File: config.mk
export PLATFORM = sky130hd
export DESIGN_NAME = alu_issue_stage
export DESIGN_NICKNAME = d
export VERILOG_FILES = /design/src/rtl/alu_issue_stage_pkg.sv /design/src/rtl/alu_issue_stage_lat_decode.sv /design/src/rtl/alu_issue_stage.sv
export SDC_FILE = /design/constraint.sdc
export NUM_CORES = 1
export LEC_CHECK = 0
export ABC_AREA = 1
export CAP_MARGIN = 25
export CORE_MARGIN = 2
export CORE_UTILIZATION = 35
export DETAILED_ROUTE_END_ITERATION = 12
export PLACE_DENSITY = 0.75
export SYNTH_ARGS = -nofsm -noshare
export SYNTH_HDL_FRONTEND = slang
export SYNTH_HIERARCHICAL = 1
export SYNTH_SLANG_ARGS = --single-unit
File: constraint.sdc
create_clock -name clk -period 1.35 [get_ports clk]
set_input_delay 0.2025 -clock clk [delete_from_list [all_inputs] [get_ports clk]]
set_output_delay 0.2025 -clock clk [all_outputs]
set_load 0.005 [all_outputs]
File: src/rtl/alu_issue_stage_pkg.sv
// Shared definitions for the ALU issue stage: function-code fields, operation
// classes, named op codes, and the issue FSM state type.
package alu_issue_stage_pkg;

    localparam int ALUFN_W  = 6;
    localparam int CLASS_HI = 5;
    localparam int CLASS_LO = 4;
    localparam int MUL_BIT  = 1;

    // Operation class carried in alufn[5:4]
    typedef enum logic [1:0] {
        CLS_ARITH = 2'b00,
        CLS_BOOL  = 2'b01,
        CLS_SHIFT = 2'b10,
        CLS_CMP   = 2'b11
    } alu_class_e;

    // Named op codes shared with the ALU
    localparam logic [ALUFN_W-1:0] ALUFN_ADD  = 6'b000000;
    localparam logic [ALUFN_W-1:0] ALUFN_SUB  = 6'b000001;
    localparam logic [ALUFN_W-1:0] ALUFN_MUL  = 6'b000010;
    localparam logic [ALUFN_W-1:0] ALUFN_MULH = 6'b000011;

    typedef enum logic [1:0] {
        ST_IDLE = 2'b00,
        ST_EXEC = 2'b01,
        ST_DONE = 2'b10
    } state_e;

    typedef struct packed {
        logic z;
        logic n;
        logic v;
    } alu_flags_t;

    function automatic alu_class_e alufn_class(input logic [ALUFN_W-1:0] alufn);
        return alu_class_e'(alufn[CLASS_HI:CLASS_LO]);
    endfunction

    // Multiply lives in the arith class; alufn[0] only picks the low/high half
    function automatic logic is_multiply(input logic [ALUFN_W-1:0] alufn);
        return (alufn_class(alufn) == CLS_ARITH) && alufn[MUL_BIT];
    endfunction

endpackage

File: src/rtl/alu_issue_stage_lat_decode.sv
// Maps an ALU function code to the number of cycles the combinational ALU
// needs to settle. Purely combinational so other pipeline stages can reuse it.
module alu_lat_decode
    import alu_issue_stage_pkg::*;
#(
    parameter int ALU_CYCLES = 1,
    parameter int MUL_CYCLES = 4,
    parameter int CNT_W      = 3
) (
    input  logic [ALUFN_W-1:0] alufn,
    output logic [CNT_W-1:0]   lat
);

    // The Wallace-tree multiply needs the longer settle time; every other class shares one
    always_comb begin
        lat = is_multiply(alufn) ? CNT_W'(MUL_CYCLES) : CNT_W'(ALU_CYCLES);
    end

endmodule

File: src/rtl/alu_issue_stage.sv
// Issue stage in front of the combinational ALU: registers operands on accept,
// waits the class-dependent settle time, captures result and flags, and holds
// them on a valid/ready output until consumed.
module alu_issue_stage
    import alu_issue_stage_pkg::*;
#(
    parameter int WIDTH      = 32,
    parameter int ALU_CYCLES = 1,
    parameter int MUL_CYCLES = 4
) (
    input  logic               clk,
    input  logic               rst,
    input  logic               in_valid,
    output logic               in_ready,
    input  logic [WIDTH-1:0]   in_a,
    input  logic [WIDTH-1:0]   in_b,
    input  logic [ALUFN_W-1:0] in_alufn,
    output logic [WIDTH-1:0]   alu_a,
    output logic [WIDTH-1:0]   alu_b,
    output logic [ALUFN_W-1:0] alu_alufn,
    input  logic [WIDTH-1:0]   alu_out,
    input  logic               alu_z,
    input  logic               alu_n,
    input  logic               alu_v,
    output logic               res_valid,
    input  logic               res_ready,
    output logic [WIDTH-1:0]   res_data,
    output logic               res_z,
    output logic               res_n,
    output logic               res_v,
    output logic               busy
);

    localparam int MAX_CYCLES = (ALU_CYCLES > MUL_CYCLES) ? ALU_CYCLES : MUL_CYCLES;
    localparam int CNT_W      = $clog2(MAX_CYCLES + 1);

    state_e               state_q, state_d;
    logic [CNT_W-1:0]     cnt_q, cnt_d;
    logic [CNT_W-1:0]     lat;
    logic [WIDTH-1:0]     alu_a_q, alu_a_d;
    logic [WIDTH-1:0]     alu_b_q, alu_b_d;
    logic [ALUFN_W-1:0]   alu_alufn_q, alu_alufn_d;
    logic [WIDTH-1:0]     res_data_q, res_data_d;
    alu_flags_t           res_flags_q, res_flags_d;
    logic                 res_valid_q, res_valid_d;
    logic                 accept;

    alu_lat_decode #(
        .ALU_CYCLES (ALU_CYCLES),
        .MUL_CYCLES (MUL_CYCLES),
        .CNT_W      (CNT_W)
    ) u_lat_decode (
        .alufn (in_alufn),
        .lat   (lat)
    );

    // A new op can enter from IDLE, or from DONE in the same cycle the result leaves
    assign in_ready = (state_q == ST_IDLE) | ((state_q == ST_DONE) & res_ready);
    assign accept   = in_valid & in_ready;

    // Next-state, counter, operand and result-register computation
    always_comb begin
        // NOTE: every _d takes its hold value first so no path leaves it unassigned (no latches).
        state_d     = state_q;
        cnt_d       = cnt_q;
        alu_a_d     = alu_a_q;
        alu_b_d     = alu_b_q;
        alu_alufn_d = alu_alufn_q;
        res_data_d  = res_data_q;
        res_flags_d = res_flags_q;
        res_valid_d = res_valid_q;

        unique case (state_q)
            ST_IDLE: ;
            ST_EXEC: begin
                if (cnt_q == '0) begin
                    res_data_d  = alu_out;
                    res_flags_d = '{z: alu_z, n: alu_n, v: alu_v};
                    res_valid_d = 1'b1;
                    state_d     = ST_DONE;
                end else begin
                    cnt_d = cnt_q - CNT_W'(1);
                end
            end
            ST_DONE: begin
                if (res_ready) begin
                    res_valid_d = 1'b0;
                    state_d     = ST_IDLE;
                end
            end
            default: state_d = ST_IDLE;
        endcase

        // accept is only possible in IDLE or in DONE while the result drains
        if (accept) begin
            alu_a_d     = in_a;
            alu_b_d     = in_b;
            alu_alufn_d = in_alufn;
            cnt_d       = lat - CNT_W'(1);
            state_d     = ST_EXEC;
        end
    end

    // State and datapath registers with synchronous reset
    always_ff @(posedge clk) begin
        // NOTE: sequential state uses <= so all flops update from the same pre-edge values.
        if (rst) begin
            state_q     <= ST_IDLE;
            cnt_q       <= '0;
            alu_a_q     <= '0;
            alu_b_q     <= '0;
            alu_alufn_q <= '0;
            res_data_q  <= '0;
            res_flags_q <= '0;
            res_valid_q <= 1'b0;
        end else begin
            state_q     <= state_d;
            cnt_q       <= cnt_d;
            alu_a_q     <= alu_a_d;
            alu_b_q     <= alu_b_d;
            alu_alufn_q <= alu_alufn_d;
            res_data_q  <= res_data_d;
            res_flags_q <= res_flags_d;
            res_valid_q <= res_valid_d;
        end
    end

    assign alu_a     = alu_a_q;
    assign alu_b     = alu_b_q;
    assign alu_alufn = alu_alufn_q;
    assign res_data  = res_data_q;
    assign res_z     = res_flags_q.z;
    assign res_n     = res_flags_q.n;
    assign res_v     = res_flags_q.v;
    assign res_valid = res_valid_q;
    assign busy      = (state_q != ST_IDLE);

endmodule

==> metrics.log <==
[metrics] Final period util: 1.038
[metrics] final count of negative-setup-slack endpoints: 5
[metrics] Overall Power: 8628 uW
[metrics] deepest clock path buffer count: 2
[metrics] Fmax: 713.5 MHz
[metrics] count of filler cells inserted in the layout: 1011
[metrics] half-perimeter wire length after detailed placement: 8683 um
[metrics] global-route usage over all layers: 0.1911
[metrics] Max Cap Violations: 0
[metrics] reg2reg setup slack: -50 ps
[metrics] number of buffers and inverters on the critical path: 2
[metrics] Detailed Route Iter0 Violations: 238
[metrics] CP Cell Sequence: a21oi_4, buf_6, nand2_8, nand2_4, o21ai_4, ha_4, nand3_1, nand3_2, nand2_1, inv_1
[metrics] number of clock buffers inserted by TritonCTS: 9
[metrics] die height: 111.5 um
[metrics] synthesized net count: 624
[metrics] ys flop type: dfxtp_1
[metrics] starting density of the core: 0.3557
[metrics] detailed-router iteration count before antenna repair: 5
[metrics] setup clock skew after layout: 6.503 ps
[metrics] placement row count: 39
[metrics] Remaining DRCs: 0
[metrics] number of antenna repair diodes: 0
[metrics] required time at the worst-slack endpoint: 1600 ps
[metrics] wire length after detailed routing: 12650 um
[metrics] pin count of the biggest net entering global routing: 43
[metrics] summed instance area of the synthesized netlist: 4044 sq um
[metrics] count of final hold-check violations: 0
[metrics] average cell area after synthesis: 7.867 sq um
[metrics] minimum period implied by the final worst setup slack: 1402 ps
[metrics] clock tree from TritonCTS: built
[metrics] Power Dens Cells: 1245 nW/um^2
[metrics] total congestion overflow after global routing: 0
[metrics] type of origin of the critical path: register
[metrics] kind of cell adding the most delay to the critical path: simple AND/OR/NAND/NOR gates
[metrics] part of the Yosys area used for sequential elements: 0.5495
[metrics] NumNets Final: 845
[metrics] placer congestion estimate: 0.8036
[metrics] root buffer cell: clkbuf_16
[metrics] via count of the routed design: 4125
[metrics] area enclosed by the die boundary: 12430 sq um
[metrics] post-route worst hold slack: 297.1 ps
[metrics] largest fanout on the critical path: 7
[metrics] result of the run: finished with violations
[metrics] arrival time at the worst endpoint: 1650 ps
[metrics] Final ANT Viol Nets: 0
[metrics] r2r endpoint: cnt_q[2]$_SDFFE_PP0P_
[metrics] peak supply drop: 0.7240 mV
[metrics] # H-tree levels: 3
[metrics] number of flops mapped to enable cells by yosys: 0
[metrics] post-layout worst setup margin: -51.52 ps
[metrics] path category of the worst min-delay check: in -> reg
[metrics] number of cells on the worst hold path: 4
[metrics] antenna violations before repair: 0
[metrics] die width: 111.5 um
[metrics] leak pwr: 0.003148 uW
[metrics] cells after synthesis: 514
[metrics] Crit Path Class: reg -> reg
[metrics] area of the core: 11370 sq um
[metrics] I/O pin cnt: 217
[metrics] TritonCTS sink count: 111
[metrics] post-placement worst setup slack: -516.2 ps
[metrics] via/cell ratio: 4.672
[metrics] reg-to-reg startpoint: state_q[0]$_SDFFE_PP0P_
[metrics] number of global-route vias before repair: 3878
[metrics] Final Max Slew Viols: 0
[metrics] sum of negative setup slack: -135.6 ps
[metrics] Clk pin slew, worst setup/hold paths: 70 ps
[metrics] asr flop ratio synth: 0
[metrics] wire length of the first global-routing pass: 19160 um
[metrics] latest clock arrival within the worst-skew pair: 340 ps
[metrics] share of post-route cells with drive strength above 1: 0.1216
[metrics] count of input and output buffers: 216
[metrics] synth unique cells: 21
[metrics] area added between synthesis and finish: 71.32%
[metrics] Worst Hold Endpoint: state_q[1]$_SDFFE_PP0P_
[metrics] slowest library cell on the worst path: dfxtp_4
[metrics] slowest cell delay on critical path: 360 ps
[metrics] count of state elements after synthesis: 111
[metrics] average routed wire per standard cell: 14.32 um
[metrics] failing checks: negative setup slack
[metrics] sort of element at the end of the critical path: register
[metrics] unrepaired setup endpoints after global routing: true
[metrics] r2r worst-path depth: 10
[metrics] Syn. warnings: 6
[metrics] hold path start: res_ready
-- logic make-up (layout without fill, tap and decap cells) --
group / after synthesis / count (layout) / synth area share
and+or+nand+nor: 240 / 240 / 0.2277
other: 1 / 1 / 0.0009273
DFF: 111 / 111 / 0.5495
buffers and inverters: 48 / 274 / 0.07457
adders and majority gates: 1 / 1 / 0.003094
AOI/OAI and AO/OA: 113 / 113 / 0.1442
-- where the power goes --
| group | total, uW | switching (uW) | leakage, uW | internal (uW) |
|---|---|---|---|---|
| Sequential | 3850 | 194 | 0.000919 | 3660 |
| Combinational | 2290 | 1060 | 0.00209 | 1230 |
| Clock | 2490 | 1140 | 0.000136 | 1350 |
-- worst min-delay path, cell delays in order --
cell           delay [ps]
dlygate4sd2_1         230
inv_2                  60
nand2_1                60
a21oi_1                50
-- cell usage in the layout, fill, tap and decap left out, types with 2 or more instances in the layout --
cell	synthesis	final
o21ai_4	0	3
dfxtp_1	111	106
o21ai_1	58	71
nor2_1	217	201
o21ai_0	49	31
buf_4	8	8
nor2_4	0	3
clkinv_2	0	2
clkbuf_1	13	2
dfxtp_4	0	2
buf_12	0	9
nand3_2	1	2
clkbuf_16	0	14
inv_1	9	8
buf_6	12	2
o21ai_2	1	3
nand3_1	5	3
a21oi_1	3	2
inv_2	5	5
dlygate4sd2_1	0	107
clkbuf_8	0	2
nand2_4	0	3
dfxtp_2	0	3
nor2_2	2	15
nand2_1	14	11
clkdlybuf4s50_1	0	107
buf_8	0	2
-- synthesized netlist by cell type, types with 2 or more instances --
library cell | count | area share
o21ai_0 | 49 | 0.061
inv_2 | 5 | 0.0046
buf_4 | 8 | 0.015
nand2_1 | 14 | 0.013
nor2_1 | 217 | 0.20
clkbuf_1 | 13 | 0.012
inv_1 | 9 | 0.0084
dfxtp_1 | 111 | 0.55
buf_6 | 12 | 0.033
a21oi_1 | 3 | 0.0037
nor2_2 | 2 | 0.0031
nand3_1 | 5 | 0.0062
o21ai_1 | 58 | 0.072
-- layout make-up --
class                      count  area (sq um)  area share
timing repair buffer         243          2470      0.3565
sequential                   111          2233      0.3224
multi-input combinational    355          1692      0.2442
clock buffer                  13         260.3     0.03757
tap                          143         178.9     0.02583
inverter                      14         65.06    0.009391
clock inverter                 3         17.52    0.002528
timing repair inverter         1         11.26    0.001625
-- state kept, by name (all words and copies together), names as in the netlist --
name,cells
res_n,1
state_q,2
res_data,32
cnt_q,3
alu_b,32
alu_a,32
alu_alufn,6
res_z,1
res_v,1
res_valid,1
-- through the flow --
| step | cells | area [sq um] | util |
|---|---|---|---|
| after global routing | 883 | 6928 | 0.6093 |
| after floorplan | 514 | 4063 | - |
| final | 883 | 6928 | 0.6093 |
| after CTS | 878 | 6689 | 0.5883 |
| after global placement | 857 | 6367 | 0.5600 |
| after detailed placement | 857 | 6367 | 0.5600 |
-- worst max path at each step --
stage | from | to | slack, ps | cells past startpoint
2_1_floorplan | state_q[1]$_SDFFE_PP0P_ | cnt_q[2]$_SDFFE_PP0P_ | -60 | 10
3_3_place_gp | res_ready | cnt_q[2]$_SDFFE_PP0P_ | -440 | 10
3_5_place_dp | res_ready | cnt_q[2]$_SDFFE_PP0P_ | -520 | 10
4_1_cts | state_q[1]$_SDFFE_PP0P_ | cnt_q[1]$_SDFFE_PP0P_ | -70 | 6
5_1_grt | state_q[0]$_SDFFE_PP0P_ | cnt_q[2]$_SDFFE_PP0P_ | -100 | 10
6_report | state_q[0]$_SDFFE_PP0P_ | cnt_q[2]$_SDFFE_PP0P_ | -50 | 10
-- repair_timing --
item / 4_1_cts / 5_1_grt
hold buffers: 0 / 0
endpoints found under the setup margin: 182 / 86
gates resized for setup: 148 / 45
pin swaps: 22 / 10
setup buffers: 3 / 0
gates cloned: 2 / 6
hold endpoints to repair: 0 / 0
-- per-layer routing --
metal	wire, um	up-vias	GRT usage
li1	-	2076	-
met1	5344	1899	0.2227
met2	6256	128	0.3305
met3	703	22	0.04573
met4	342	0	0.09218
met5	0	-	0
Power figures use the tool's default switching activity.
